--- src/rtl/nbcac_encoder_stream_20_if.sv ---
// rtl/nbcac_encoder_stream_20_if.sv - data-in and codeword-out handshake bundle for the NBCAC stream encoder

interface nbcac_encoder_stream_20_if #(
  parameter int DATA_W = 14,
  parameter int CODE_W = 20,
  parameter int CNT_W  = 16
);
  logic [DATA_W-1:0] datain;
  logic              data_valid;
  logic              data_ready;
  logic [CODE_W:1]   codeout;
  logic              code_valid;
  logic              code_ready;
  logic [CNT_W-1:0]  code_count;

  // Word source and link driver side
  modport master (
    output datain, data_valid, code_ready,
    input  data_ready, codeout, code_valid, code_count
  );

  // Encoder side
  modport slave (
    input  datain, data_valid, code_ready,
    output data_ready, codeout, code_valid, code_count
  );
endinterface

--- src/rtl/nbcac_encoder_stream_20.sv ---
// rtl/nbcac_encoder_stream_20.sv - two-stage streaming NBCAC encoder with handoff counter

// Fibonacci-weighted crosstalk-avoidance code: wire k carries weight
// 1,2,3,5,8,... (weight k = weight k-1 + weight k-2). The greedy
// most-significant-first pick yields the unique codeword with no two
// adjacent ones, and the data word is the weighted sum of the set wires.
module nbcac_14di_encoder_core (
  input  logic [13:0] v,
  output logic [20:1] d
);
  localparam logic [14:0] WEIGHT [1:20] = '{
    15'd1,    15'd2,    15'd3,    15'd5,    15'd8,
    15'd13,   15'd21,   15'd34,   15'd55,   15'd89,
    15'd144,  15'd233,  15'd377,  15'd610,  15'd987,
    15'd1597, 15'd2584, 15'd4181, 15'd6765, 15'd10946
  };

  logic [14:0] rem;

  // Greedy Fibonacci decomposition from the heaviest wire down
  always_comb begin
    d   = '0;
    rem = {1'b0, v};
    for (int k = 20; k >= 1; k--) begin
      if (rem >= WEIGHT[k]) begin
        d[k] = 1'b1;
        rem  = rem - WEIGHT[k];
      end
    end
  end
endmodule

module nbcac_encoder_stream_20 #(
  parameter int DATA_W = 14,
  parameter int CODE_W = 20,
  parameter int CNT_W  = 16
) (
  input  logic                      clock,
  input  logic                      rst_n,
  input  logic                      flush,
  nbcac_encoder_stream_20_if.slave  bus
);
  logic [DATA_W-1:0] s1_data;
  logic              s1_valid;
  logic [CODE_W:1]   enc_word;
  logic [CODE_W:1]   codeout_q;
  logic              code_valid_q;
  logic [CNT_W-1:0]  count_q;
  logic              s1_load;
  logic              s2_load;
  logic              handoff;

  nbcac_14di_encoder_core u_core (
    .v (s1_data),
    .d (enc_word)
  );

  // s2 refills whenever it is empty or draining this cycle; s1 refills
  // whenever it is empty or moving into s2, giving full throughput.
  assign s2_load = s1_valid & (~code_valid_q | bus.code_ready);
  assign s1_load = ~s1_valid | s2_load;
  assign handoff = code_valid_q & bus.code_ready;

  assign bus.data_ready = s1_load & ~flush;
  assign bus.codeout    = codeout_q;
  assign bus.code_valid = code_valid_q;
  assign bus.code_count = count_q;

  // Stage 1: capture the incoming word; flush only drops the valid
  always_ff @(posedge clock or negedge rst_n) begin
    if (!rst_n) begin
      s1_data  <= '0;
      s1_valid <= 1'b0;
    end else if (flush) begin
      s1_valid <= 1'b0;
    end else if (s1_load) begin
      s1_data  <= bus.datain;
      s1_valid <= bus.data_valid;
    end
  end

  // Stage 2: register the codeword; it stays on the wires when idle
  always_ff @(posedge clock or negedge rst_n) begin
    if (!rst_n) begin
      codeout_q    <= '0;
      code_valid_q <= 1'b0;
    end else if (flush) begin
      code_valid_q <= 1'b0;
    end else if (s2_load) begin
      codeout_q    <= enc_word;
      code_valid_q <= 1'b1;
    end else if (handoff) begin
      code_valid_q <= 1'b0;
    end
  end

  // Count every codeword the link driver takes, including in a flush cycle
  always_ff @(posedge clock or negedge rst_n) begin
    if (!rst_n) begin
      count_q <= '0;
    end else if (handoff) begin
      count_q <= count_q + 1'b1;
    end
  end
endmodule

--- src/flat_wrapper.sv ---
// flat-port wrapper written by rule: the top's interface ports become plain ports
module nbcac_encoder_stream_20_flat 
#(
  parameter int DATA_W = 14,
  parameter int CODE_W = 20,
  parameter int CNT_W  = 16
)
  (clock, rst_n, flush, bus_datain, bus_data_valid, bus_code_ready, bus_data_ready, bus_codeout, bus_code_valid, bus_code_count);
  nbcac_encoder_stream_20_if #(.DATA_W(DATA_W), .CODE_W(CODE_W), .CNT_W(CNT_W)) bus_i ();
  input  logic clock;
  input  logic rst_n;
  input  logic flush;
  input wire logic [$bits(bus_i.datain)-1:0] bus_datain;
  input wire logic [$bits(bus_i.data_valid)-1:0] bus_data_valid;
  input wire logic [$bits(bus_i.code_ready)-1:0] bus_code_ready;
  output wire logic [$bits(bus_i.data_ready)-1:0] bus_data_ready;
  output wire logic [$bits(bus_i.codeout)-1:0] bus_codeout;
  output wire logic [$bits(bus_i.code_valid)-1:0] bus_code_valid;
  output wire logic [$bits(bus_i.code_count)-1:0] bus_code_count;
  assign bus_i.datain = bus_datain;
  assign bus_i.data_valid = bus_data_valid;
  assign bus_i.code_ready = bus_code_ready;
  assign bus_data_ready = bus_i.data_ready;
  assign bus_codeout = bus_i.codeout;
  assign bus_code_valid = bus_i.code_valid;
  assign bus_code_count = bus_i.code_count;
  nbcac_encoder_stream_20 #(.DATA_W(DATA_W), .CODE_W(CODE_W), .CNT_W(CNT_W)) u_core (.clock(clock), .rst_n(rst_n), .flush(flush), .bus(bus_i));
endmodule
--- config.mk ---
export PLATFORM = sky130hd
export DESIGN_NAME = nbcac_encoder_stream_20_flat
export DESIGN_NICKNAME = d
export VERILOG_FILES = /design/src/rtl/nbcac_encoder_stream_20_if.sv /design/src/rtl/nbcac_encoder_stream_20.sv /design/src/flat_wrapper.sv
export SDC_FILE = /design/constraint.sdc
export NUM_CORES = 1
export LEC_CHECK = 0
export CORE_UTILIZATION = 45
export DETAILED_ROUTE_END_ITERATION = 7
export PLACE_DENSITY = 0.7
export SYNTH_ARGS = -nofsm -noshare
export SYNTH_HDL_FRONTEND = slang
export SYNTH_SLANG_ARGS = --single-unit
--- constraint.sdc ---
create_clock -name clock -period 26.5 [get_ports clock]
set_input_delay 3.975 -clock clock [delete_from_list [all_inputs] [get_ports clock]]
set_output_delay 3.975 -clock clock [all_outputs]
set_load 0.05 [all_outputs]
# Word-level counts from Yosys, hierarchy flattened
# Index checks and enable logic that the tools add are counted.
# op_classes
mux	44
eq_ne	0
n_shift	0
order_cmp	20
div_mod_pow	0
n_bitwise	8
addsub	20
n_reduce_logical	4
multipliers	0
# ops
cell	count
15-bit 2-to-1 mux	19
15-bit by 10-bit greater-or-equal comparator with 1-bit output (second input constant)	2
15-bit by 13-bit greater-or-equal comparator with 1-bit output (second input constant)	2
15-bit by 2-bit greater-or-equal comparator with 1-bit output (second input constant)	2
15-bit by 4-bit greater-or-equal comparator with 1-bit output (second input constant)	2
15-bit by 6-bit greater-or-equal comparator with 1-bit output (second input constant)	2
15-bit by 8-bit greater-or-equal comparator with 1-bit output (second input constant)	2
15-bit by 10-bit subtractor with 15-bit output (second input constant)	2
15-bit by 13-bit subtractor with 15-bit output (second input constant)	2
15-bit by 2-bit subtractor with 15-bit output (second input constant)	2
15-bit by 4-bit subtractor with 15-bit output (second input constant)	2
15-bit by 6-bit subtractor with 15-bit output (second input constant)	2
15-bit by 8-bit subtractor with 15-bit output (second input constant)	2
1-bit 2-to-1 mux	25
16-bit by 1-bit adder with 16-bit output (second input constant)	1
15-bit by 1-bit greater-or-equal comparator with 1-bit output (second input constant)	1
15-bit by 11-bit greater-or-equal comparator with 1-bit output (second input constant)	1
15-bit by 12-bit greater-or-equal comparator with 1-bit output (second input constant)	1
15-bit by 3-bit greater-or-equal comparator with 1-bit output (second input constant)	1
15-bit by 5-bit greater-or-equal comparator with 1-bit output (second input constant)	1
15-bit by 7-bit greater-or-equal comparator with 1-bit output (second input constant)	1
15-bit by 9-bit greater-or-equal comparator with 1-bit output (second input constant)	1
14-bit by 14-bit subtractor with 15-bit output (second input constant)	1
15-bit by 11-bit subtractor with 15-bit output (second input constant)	1
12 further kinds	18
# totals
register_bits	52
inputBits	19
elab_cells	101
latchBits	0
out_inout_bits	38
romBits	0
memories	0
ramBits	0

# Logic depth before layout (Yosys ltp)
# Gate-level depths: netlist (run 1).
# depth
ltp_word	40
ltp_mapped	130
depth_no_buf	118

# By module
# Synthesis (run 1) repeated with hierarchy kept, for this count alone.
# hier_totals
cells_unflattened	2082
hier_area_um2	15493.6
# modules_own_cells
mod	cells_per_inst	instances	area_per_inst_um2	seq_area_each_um2
nbcac_14di_encoder_core	1943	1	13390.3	0.0
nbcac_encoder_stream_20	139	1	2103.3	1301.2

# Least setup slack after synthesis (run 1)
# Ideal clock, no wire load.
# synth_timing
path_kind	flip-flop to flip-flop
startpoint	reg u_core.s1_data[1]
endpoint	reg u_core.codeout_q (netlist bit u_core.bus.codeout[1])
arrival_time_ps	26383
n_path_buf	9
path_stages_with_launch	124
required_ps	26358
setup_slack_ps	-25
cell_sequence	dfrtp_1 > inv_1 > ha_1 > or4b_4 > nand2_1 > a21o_2 > nand2_2 > nand2_1 > o31ai_1 > ha_1 > and3_1 > o211ai_2 > a21boi_2 > buf_4 > xnor2_1 > ha_1 > and3_1 > a31oi_4 > (+88 left out) > nor4b_4 > nand2_1 > xnor2_1 > inv_1 > ha_1 > nor2_1 > nand3_1 > nor4b_2 > and2_1 > buf_4 > mux2i_1 > ha_1 > o211ai_1 > nor4_1 > o211a_1 > nand4_1 > o31ai_1 > a41oi_2
# synth_via
elab_chain_len	40
elab_cells_between_ends	59
# synth_rtl
element	line_no	rtl
start, declared	nbcac_encoder_stream_20.sv:43	logic [DATA_W-1:0] s1_data;
start signal, assigned	nbcac_encoder_stream_20.sv:77	s1_data <= bus.datain;
14-bit by 14-bit subtractor with 15-bit output / 14-bit greater-or-equal comparator (equally long branches)	nbcac_encoder_stream_20.sv:27, nbcac_encoder_stream_20.sv:25	
15-bit 2-to-1 mux *	nbcac_encoder_stream_20.sv:25	if (rem >= WEIGHT[k]) begin
15-bit by 13-bit subtractor with 15-bit output / 15-bit by 13-bit greater-or-equal comparator with 1-bit output (equally long branches)	nbcac_encoder_stream_20.sv:27, nbcac_encoder_stream_20.sv:25	
15-bit 2-to-1 mux *	nbcac_encoder_stream_20.sv:25	
15-bit by 13-bit subtractor with 15-bit output / 15-bit by 13-bit greater-or-equal comparator with 1-bit output (equally long branches)	nbcac_encoder_stream_20.sv:27, nbcac_encoder_stream_20.sv:25	
15-bit 2-to-1 mux *	nbcac_encoder_stream_20.sv:25	
15-bit by 12-bit subtractor with 15-bit output / 15-bit by 12-bit greater-or-equal comparator with 1-bit output (equally long branches)	nbcac_encoder_stream_20.sv:27, nbcac_encoder_stream_20.sv:25	
15-bit 2-to-1 mux *	nbcac_encoder_stream_20.sv:25	
(+24 left out)	--	
15-bit by 3-bit subtractor with 15-bit output / 15-bit by 3-bit greater-or-equal comparator with 1-bit output (equally long branches)	nbcac_encoder_stream_20.sv:27, nbcac_encoder_stream_20.sv:25	
15-bit 2-to-1 mux *	nbcac_encoder_stream_20.sv:25	
15-bit by 2-bit subtractor with 15-bit output / 15-bit by 2-bit greater-or-equal comparator with 1-bit output (equally long branches)	nbcac_encoder_stream_20.sv:27, nbcac_encoder_stream_20.sv:25	
15-bit 2-to-1 mux *	nbcac_encoder_stream_20.sv:25	
15-bit by 2-bit subtractor with 15-bit output / 15-bit by 2-bit greater-or-equal comparator with 1-bit output (equally long branches)	nbcac_encoder_stream_20.sv:27, nbcac_encoder_stream_20.sv:25	
15-bit 2-to-1 mux *	nbcac_encoder_stream_20.sv:25	
15-bit by 1-bit greater-or-equal comparator with 1-bit output *	nbcac_encoder_stream_20.sv:25	
1-bit 2-to-1 mux *	nbcac_encoder_stream_20.sv:25	
end signal, assigned	nbcac_encoder_stream_20.sv:90	codeout_q <= enc_word;
end, declared	nbcac_encoder_stream_20.sv:46	logic [CODE_W:1] codeout_q;
# Every way passes the cells marked *; elsewhere a longest branch is shown, timed or not.
# A chain may end at the register's enable or synchronous reset.

# Worst setup path in the final report (run 1)
# Ends and elaborated chain as after synthesis.

==> results of run 1 <==
==> through the flow <==
| stage | setup TNS (ns) | utilization |
|---|---|---|
| after global routing | -0.4238 | 0.5539 |
| after floorplan | 0 | - |
| after global placement | -0.02400 | 0.5191 |
| after detailed placement | -1.522 | 0.5191 |
| final | 0 | 0.5542 |
| after CTS | 0 | 0.5278 |
==> synthesized netlist by cell type (30+ instances only) <==
master,instances
sky130_fd_sc_hd__nand2_1,194
sky130_fd_sc_hd__nor2_1,179
sky130_fd_sc_hd__xnor2_1,126
sky130_fd_sc_hd__a21oi_1,104
sky130_fd_sc_hd__o21ai_0,95
sky130_fd_sc_hd__nor3_1,83
sky130_fd_sc_hd__nand3_1,68
sky130_fd_sc_hd__dfrtp_1,52
sky130_fd_sc_hd__inv_1,52
sky130_fd_sc_hd__a31oi_1,50
sky130_fd_sc_hd__and2_1,48
sky130_fd_sc_hd__xor2_1,42
sky130_fd_sc_hd__o31ai_1,38
sky130_fd_sc_hd__nand4_1,36
sky130_fd_sc_hd__or3_1,34
sky130_fd_sc_hd__and3_1,32
sky130_fd_sc_hd__nor4_1,32
sky130_fd_sc_hd__buf_2,31
sky130_fd_sc_hd__ha_1,31
sky130_fd_sc_hd__o21ai_1,30
==> critical path, delay by kind of cell (launching register included) <==
family | cells | cell delay (ns)
AND/OR/NAND/NOR | 43 | 8.19
multiplexers | 8 | 2.46
XOR/XNOR | 4 | 0.79
flip-flops | 1 | 0.43
adder cells (fa/ha/maj) | 14 | 3.18
buffers and inverters | 9 | 1.30
AO/OA/AOI/OAI | 37 | 8.48
==> state kept, by name, summed over array words and instances (netlist names) <==
| name | flops |
|---|---|
| u_core.bus.codeout | 20 |
| u_core.bus.code_count | 16 |
| u_core.s1_data | 14 |
| u_core.bus.code_valid | 1 |
| u_core.s1_valid | 1 |
==> final timing paths <==
path | from | to | slack (ns)
max | u_core.s1_data[1] | u_core.bus.codeout[1] | 1.45
min | u_core.bus.code_count[15] | u_core.bus.code_count[15] | 0.49
max reg2reg | u_core.s1_data[1] | u_core.bus.codeout[1] | 1.45
min reg2reg | u_core.bus.code_count[15] | u_core.bus.code_count[15] | 0.49
max in group asynchronous | rst_n | u_core.s1_data[0] | 22.23
min in group asynchronous | rst_n | u_core.bus.code_count[13] | 3.78
==> logic make-up after synthesis <==
family,after synthesis,share of synthesized area
DFF,52,0.08562
muxes,57,0.04207
adders and majority gates,31,0.02552
and+or+nand+nor,882,0.3145
buffers and inverters,129,0.03910
AOI/OAI and AO/OA,734,0.3837
xor gates and xnor gates,178,0.1095
==> timing repair <==
action | in CTS | in global routing
cloned | 0 | 0
pin swaps | 2 | 37
hold buffers | 0 | 0
resized for setup | 16 | 89
setup buffers | 3 | 54
endpoints found under the setup margin | 2 | 3
==> cell type report <==
class,count,area share
flip-flops and latches,52,0.07143
well taps,442,0.03036
multi-input cells,1882,0.7612
repair buffers,264,0.1162
diodes,5,0.0006869
inverters,53,0.01092
clock inverters,2,0.002129
clock buffers,6,0.007075
==> per-layer routing <==
layer  track usage  part of all wire  vias to the layer above
met5             0           0.00024                        -
met4       0.06984             0.024                        2
met3       0.04324             0.084                      127
met2        0.4742              0.45                      926
met1        0.4202              0.45                     8559
li1              -                 -                     8452
==> results.rst, run 1 <==
.. list-table::
   :header-rows: 1

   * - Metric
     - Value
   * - Signal arrival time at the worst endpoint
     - 25.22 ns
   * - Placer congestion estimate
     - 0.9725
   * - Cell types occupying the most area after synthesis
     - sky130_fd_sc_hd__dfrtp_1, sky130_fd_sc_hd__xnor2_1, sky130_fd_sc_hd__nand2_1, sky130_fd_sc_hd__nor2_1, sky130_fd_sc_hd__a21oi_1
   * - Proportion of register bits with asynchronous set or reset after synthesis
     - 1.000
   * - CTS tree
     - built
   * - Commonest cells after routing, fill and taps aside
     - sky130_fd_sc_hd__buf_4, sky130_fd_sc_hd__nand2_1, sky130_fd_sc_hd__nor2_1
   * - Achievable frequency
     - 0.03992 GHz
   * - Via count
     - 18,070
   * - Min Clock Period, post-route
     - 25.05 ns
   * - Type of the most critical hold path
     - reg -> reg
   * - Most repeated library cell on the critical path
     - sky130_fd_sc_hd__ha_1
   * - Wire length of the first global-routing pass
     - 84.95 mm
   * - Syn. warnings
     - 0
   * - Final cell count without fillers
     - 2,706
   * - Count of buffers from port buffering
     - 56
   * - Violated checks
     - design-rule violations
   * - Worst Hold Depth
     - 1
   * - Post-Place Cell Area
     - 17,060 um^2
   * - Worst setup slack after placement
     - -0.8143 ns
   * - Drt initial violations
     - 2,188
   * - Relative max-transition margin
     - 0.2320
   * - Start-to-end type of the worst setup path
     - reg -> reg
   * - Num ports
     - 57
   * - Worst stage delay on the critical path
     - 0.45 ns
   * - Setup skew after layout
     - 0.02046 ns
   * - Top-area cell type share of the netlist area
     - 0.08562
   * - EDFF count, synth
     - 0
   * - Setup-failing EPs final
     - 0
   * - Worst setup margin
     - 1.452 ns
   * - Crit Path Max Fanout
     - 13
   * - Bufs on Longest Clock Path
     - 2
   * - Cell type contributing the most total cell area after synthesis
     - sky130_fd_sc_hd__dfrtp_1
   * - Filler instances
     - 3,144
   * - DR DRC count
     - 2
   * - Library cells used by synthesis
     - 147
   * - Layout overhead on the synthesized area
     - 19.86%
   * - Worst-path clk slew
     - 0.09 ns
   * - Largest net degree at the start of global routing
     - 53
   * - Final Hold Slack
     - 0.4857 ns
   * - Final #Nets
     - 2,308
   * - Critical path required time
     - 26.67 ns
   * - Clock net sink count
     - 52
   * - Area enclosed by the die boundary
     - 34,510 um^2
   * - Number of antenna violations at the first check in global routing
     - 4
   * - CP endpoint kind
     - register
   * - Tightest Pin Transition
     - 1.142 ns
   * - Number of hold violations in the final report
     - 0
   * - Combined flip-flop and latch cell area
     - 1301 um^2
   * - Net count of the mapped netlist
     - 2,113
   * - Avg Synthesized Cell Area
     - 7.367 um^2
   * - Remaining number of nets flagged by the antenna check after routing
     - 0
   * - Number of levels in the clock H-tree
     - 2
   * - Cell count of the worst reg-to-reg path
     - 115
   * - Setup crit start kind
     - register
   * - Detailed placer's ending HPWL
     - 41.98 mm
   * - Ratio of cells with drive above 1 in the final layout
     - 0.2134
   * - Core Box Area
     - 32,870 um^2
   * - Clock latency of the later-clocked register in the worst-skew pair
     - 0.32 ns
   * - Aggregate global routing overflow
     - 0
   * - Site Rows
     - 66
   * - Total Routed Length
     - 54.16 mm
   * - Vias in the first global route
     - 16,180
   * - Clock buffer count from CTS
     - 5
   * - Overall global routing resource usage
     - 0.2983
   * - DR WL/cell
     - 20.01 um
   * - Via/cell ratio
     - 6.676
   * - Portion of the post-synthesis area used by sequential elements
     - 0.08562
   * - Number of cells after detailed placement
     - 2,636
   * - Synthesis-stage register bit count
     - 52
   * - Die outline width
     - 185.8 um
   * - Slowest CP cell
     - sky130_fd_sc_hd__a311o_1
   * - Root buffer selected by CTS
     - sky130_fd_sc_hd__clkbuf_16
   * - Number of detailed-routing iterations run before antenna repair
     - 8
   * - Post-synthesis cell count
     - 2,063
   * - Die H
     - 185.8 um
   * - Initial Util
     - 0.4624
   * - Final-report max-slew violation count
     - 0
   * - Netlist Area Pre-Place
     - 15,200 um^2
   * - Main synth FF type
     - sky130_fd_sc_hd__dfrtp_1
   * - Cell area after layout
     - 18,220 um^2
   * - Most common cell after layout, fill and taps aside
     - sky130_fd_sc_hd__buf_4
   * - Run status
     - complete, but fails checks
   * - Number of max-cap violations
     - 0
   * - Period Utilization, post-route
     - 0.9452
   * - Area used by multi-input combinational logic
     - 13,870 um^2
Power of run 1 is left out: the tool's default activity adds up to more than one toggle a clock period on the data nets, which glitch-free logic cannot reach.
==> run 2, diff against run 1 <==
--- a/config.mk
+++ b/config.mk
@@ -7,7 +7,8 @@
 export LEC_CHECK = 0
 export CORE_UTILIZATION = 45
 export DETAILED_ROUTE_END_ITERATION = 7
-export PLACE_DENSITY = 0.7
+export DONT_BUFFER_PORTS = 1
+export PLACE_DENSITY = 0.68
 export SYNTH_ARGS = -nofsm -noshare
 export SYNTH_HDL_FRONTEND = slang
 export SYNTH_SLANG_ARGS = --single-unit
==> run 2 against run 1 <==
The run now ends clean. Setup slack got worse by 0.052 ns. Wire length down 0.22%. Cell count fell by 3.6%.
==> results.rst, run 2 (synthesized netlist as in run 1, its figures left out) <==
.. list-table::
   :header-rows: 1

   * - Metric
     - Value
   * - Num ports
     - 57
   * - Number of detailed-routing iterations run before antenna repair
     - 5
   * - Start-to-end type of the worst setup path
     - reg -> reg
   * - Largest net degree at the start of global routing
     - 53
   * - Layout overhead on the synthesized area
     - 14.11%
   * - Root buffer selected by CTS
     - sky130_fd_sc_hd__clkbuf_16
   * - CTS tree
     - built
   * - Setup crit start kind
     - register
   * - Critical path required time
     - 26.69 ns
   * - Via/cell ratio
     - 6.719
   * - Crit Path Max Fanout
     - 15
   * - Number of max-cap violations
     - 0
   * - Final #Nets
     - 2,214
   * - Period Utilization, post-route
     - 0.9472
   * - Filler instances
     - 3,256
   * - Depth of the critical timing path with buffers and inverters included
     - 113
   * - Drt initial violations
     - 1,713
   * - Die outline width
     - 185.8 um
   * - Number of hold buffers added after CTS
     - 0
   * - Max FFs per register
     - 20
   * - Worst setup margin
     - 1.400 ns
   * - Remaining number of nets flagged by the antenna check after routing
     - 0
   * - Overall global routing resource usage
     - 0.3028
   * - Clock buffer count from CTS
     - 5
   * - Vias in the first global route
     - 16,090
   * - Worst setup slack after placement
     - -1.204 ns
   * - Clock latency of the later-clocked register in the worst-skew pair
     - 0.33 ns
   * - Count of buffers from port buffering
     - 0
   * - Worst stage delay on the critical path
     - 0.47 ns
   * - Achievable frequency
     - 0.03984 GHz
   * - Cell class contributing the biggest share of worst-path delay
     - compound AO/OA/AOI/OAI gates
   * - Slowest CP cell
     - sky130_fd_sc_hd__o31ai_4
   * - Number of hold violations in the final report
     - 0
   * - Number of levels in the clock H-tree
     - 2
   * - Bufs on Longest Clock Path
     - 2
   * - Most common cell after layout, fill and taps aside
     - sky130_fd_sc_hd__nand2_1
   * - Critical path buffer and inverter count
     - 12
   * - Commonest cells after routing, fill and taps aside
     - sky130_fd_sc_hd__nand2_1, sky130_fd_sc_hd__nor2_1, sky130_fd_sc_hd__buf_4
   * - Initial Util
     - 0.4624
   * - Min Clock Period, post-route
     - 25.10 ns
   * - Core Box Area
     - 32,870 um^2
   * - Ratio of cells with drive above 1 in the final layout
     - 0.2028
   * - Worst-path clk slew
     - 0.09 ns
   * - Type of the most critical hold path
     - reg -> reg
   * - Aggregate global routing overflow
     - 0
   * - Detailed placer's ending HPWL
     - 42.18 mm
   * - Cell count of the worst reg-to-reg path
     - 113
   * - Relative max-transition margin
     - 0.3407
   * - Via count
     - 17,520
   * - Placer congestion estimate
     - 0.9965
   * - Wire length of the first global-routing pass
     - 85.55 mm
   * - Clock net sink count
     - 52
   * - Setup skew after layout
     - 0.02246 ns
   * - Die H
     - 185.8 um
   * - Final-report max-slew violation count
     - 0
   * - Signal arrival time at the worst endpoint
     - 25.29 ns
   * - Run status
     - completed
   * - DR DRC count
     - 0
   * - CP endpoint kind
     - register
   * - DR WL/cell
     - 20.72 um
   * - Setup-failing EPs final
     - 0
   * - Worst Hold Depth
     - 2
   * - Area enclosed by the die boundary
     - 34,510 um^2
   * - Number of antenna violations at the first check in global routing
     - 1
   * - Site Rows
     - 66
   * - Tightest Pin Transition
     - 0.9890 ns
   * - Total Routed Length
     - 54.04 mm
-- run 2: layer usage --
layer  vias up  share of wire  track usage
li1       8265              -            -
met1      8388           0.43       0.3893
met2       736           0.48       0.5282
met3       133          0.062      0.03228
met4         0          0.031      0.08984
met5         -              0            0
-- run 2: repair_timing --
action / in CTS / in global routing
gates cloned: 0 / 1
setup buffers: 4 / 36
pin swaps: 1 / 33
gates resized for setup: 14 / 88
endpoints found under the hold margin: 0 / 0
setup endpoints to repair: 2 / 3
-- run 2: area by class of cell --
class | count | area [um^2] | share of cell area
clock inverter | 3 | 27.53 | 0.001587
timing repair buffer | 169 | 1269 | 0.07316
sequential | 52 | 1301 | 0.07503
clock buffer | 5 | 125.1 | 0.007214
tap | 442 | 553.0 | 0.03189
inverter | 53 | 198.9 | 0.01147
antenna | 1 | 2.502 | 0.0001443
multi-input combinational | 1883 | 13870 | 0.7995
-- run 2: worst paths after layout --
path | start | to | slack, ns
worst min-delay path | u_core.s1_valid | u_core.bus.code_valid | 0.62
worst max-delay path | u_core.s1_data[1] | u_core.bus.codeout[1] | 1.40
worst min register to register | u_core.s1_valid | u_core.bus.code_valid | 0.62
min in group asynchronous | rst_n | u_core.bus.codeout[11] | 3.33
worst max register to register | u_core.s1_data[1] | u_core.bus.codeout[1] | 1.40
max in group asynchronous | rst_n | u_core.s1_data[6] | 23.05
-- run 2: worst reg2reg max path, delay by kind of cell (launching register included) --
family | cells | cell delay, ns
AO/OA/AOI/OAI | 41 | 9.42
AND/OR/NAND/NOR | 37 | 7.76
adder cells (fa/ha/maj) | 11 | 2.46
buffers and inverters | 12 | 1.94
multiplexers | 6 | 1.71
XOR/XNOR | 6 | 1.24
flip-flops | 1 | 0.45
-- run 2: through the flow --
stage / cell area [um^2] / util / std cells / TNS, ns / hold WS, ns
after floorplan: 15210 / - / 2063 / 0 / 0.5038
after global placement: 16350 / 0.4974 / 2558 / -0.4597 / 0.5845
after detailed placement: 16350 / 0.4974 / 2558 / -2.307 / 0.5810
after CTS: 16610 / 0.5054 / 2570 / 0 / 0.6130
after global routing: 17340 / 0.5277 / 2608 / -0.4323 / 0.6602
final: 17340 / 0.5277 / 2608 / 0 / 0.6155
Power of run 2 is left out for the same reason.
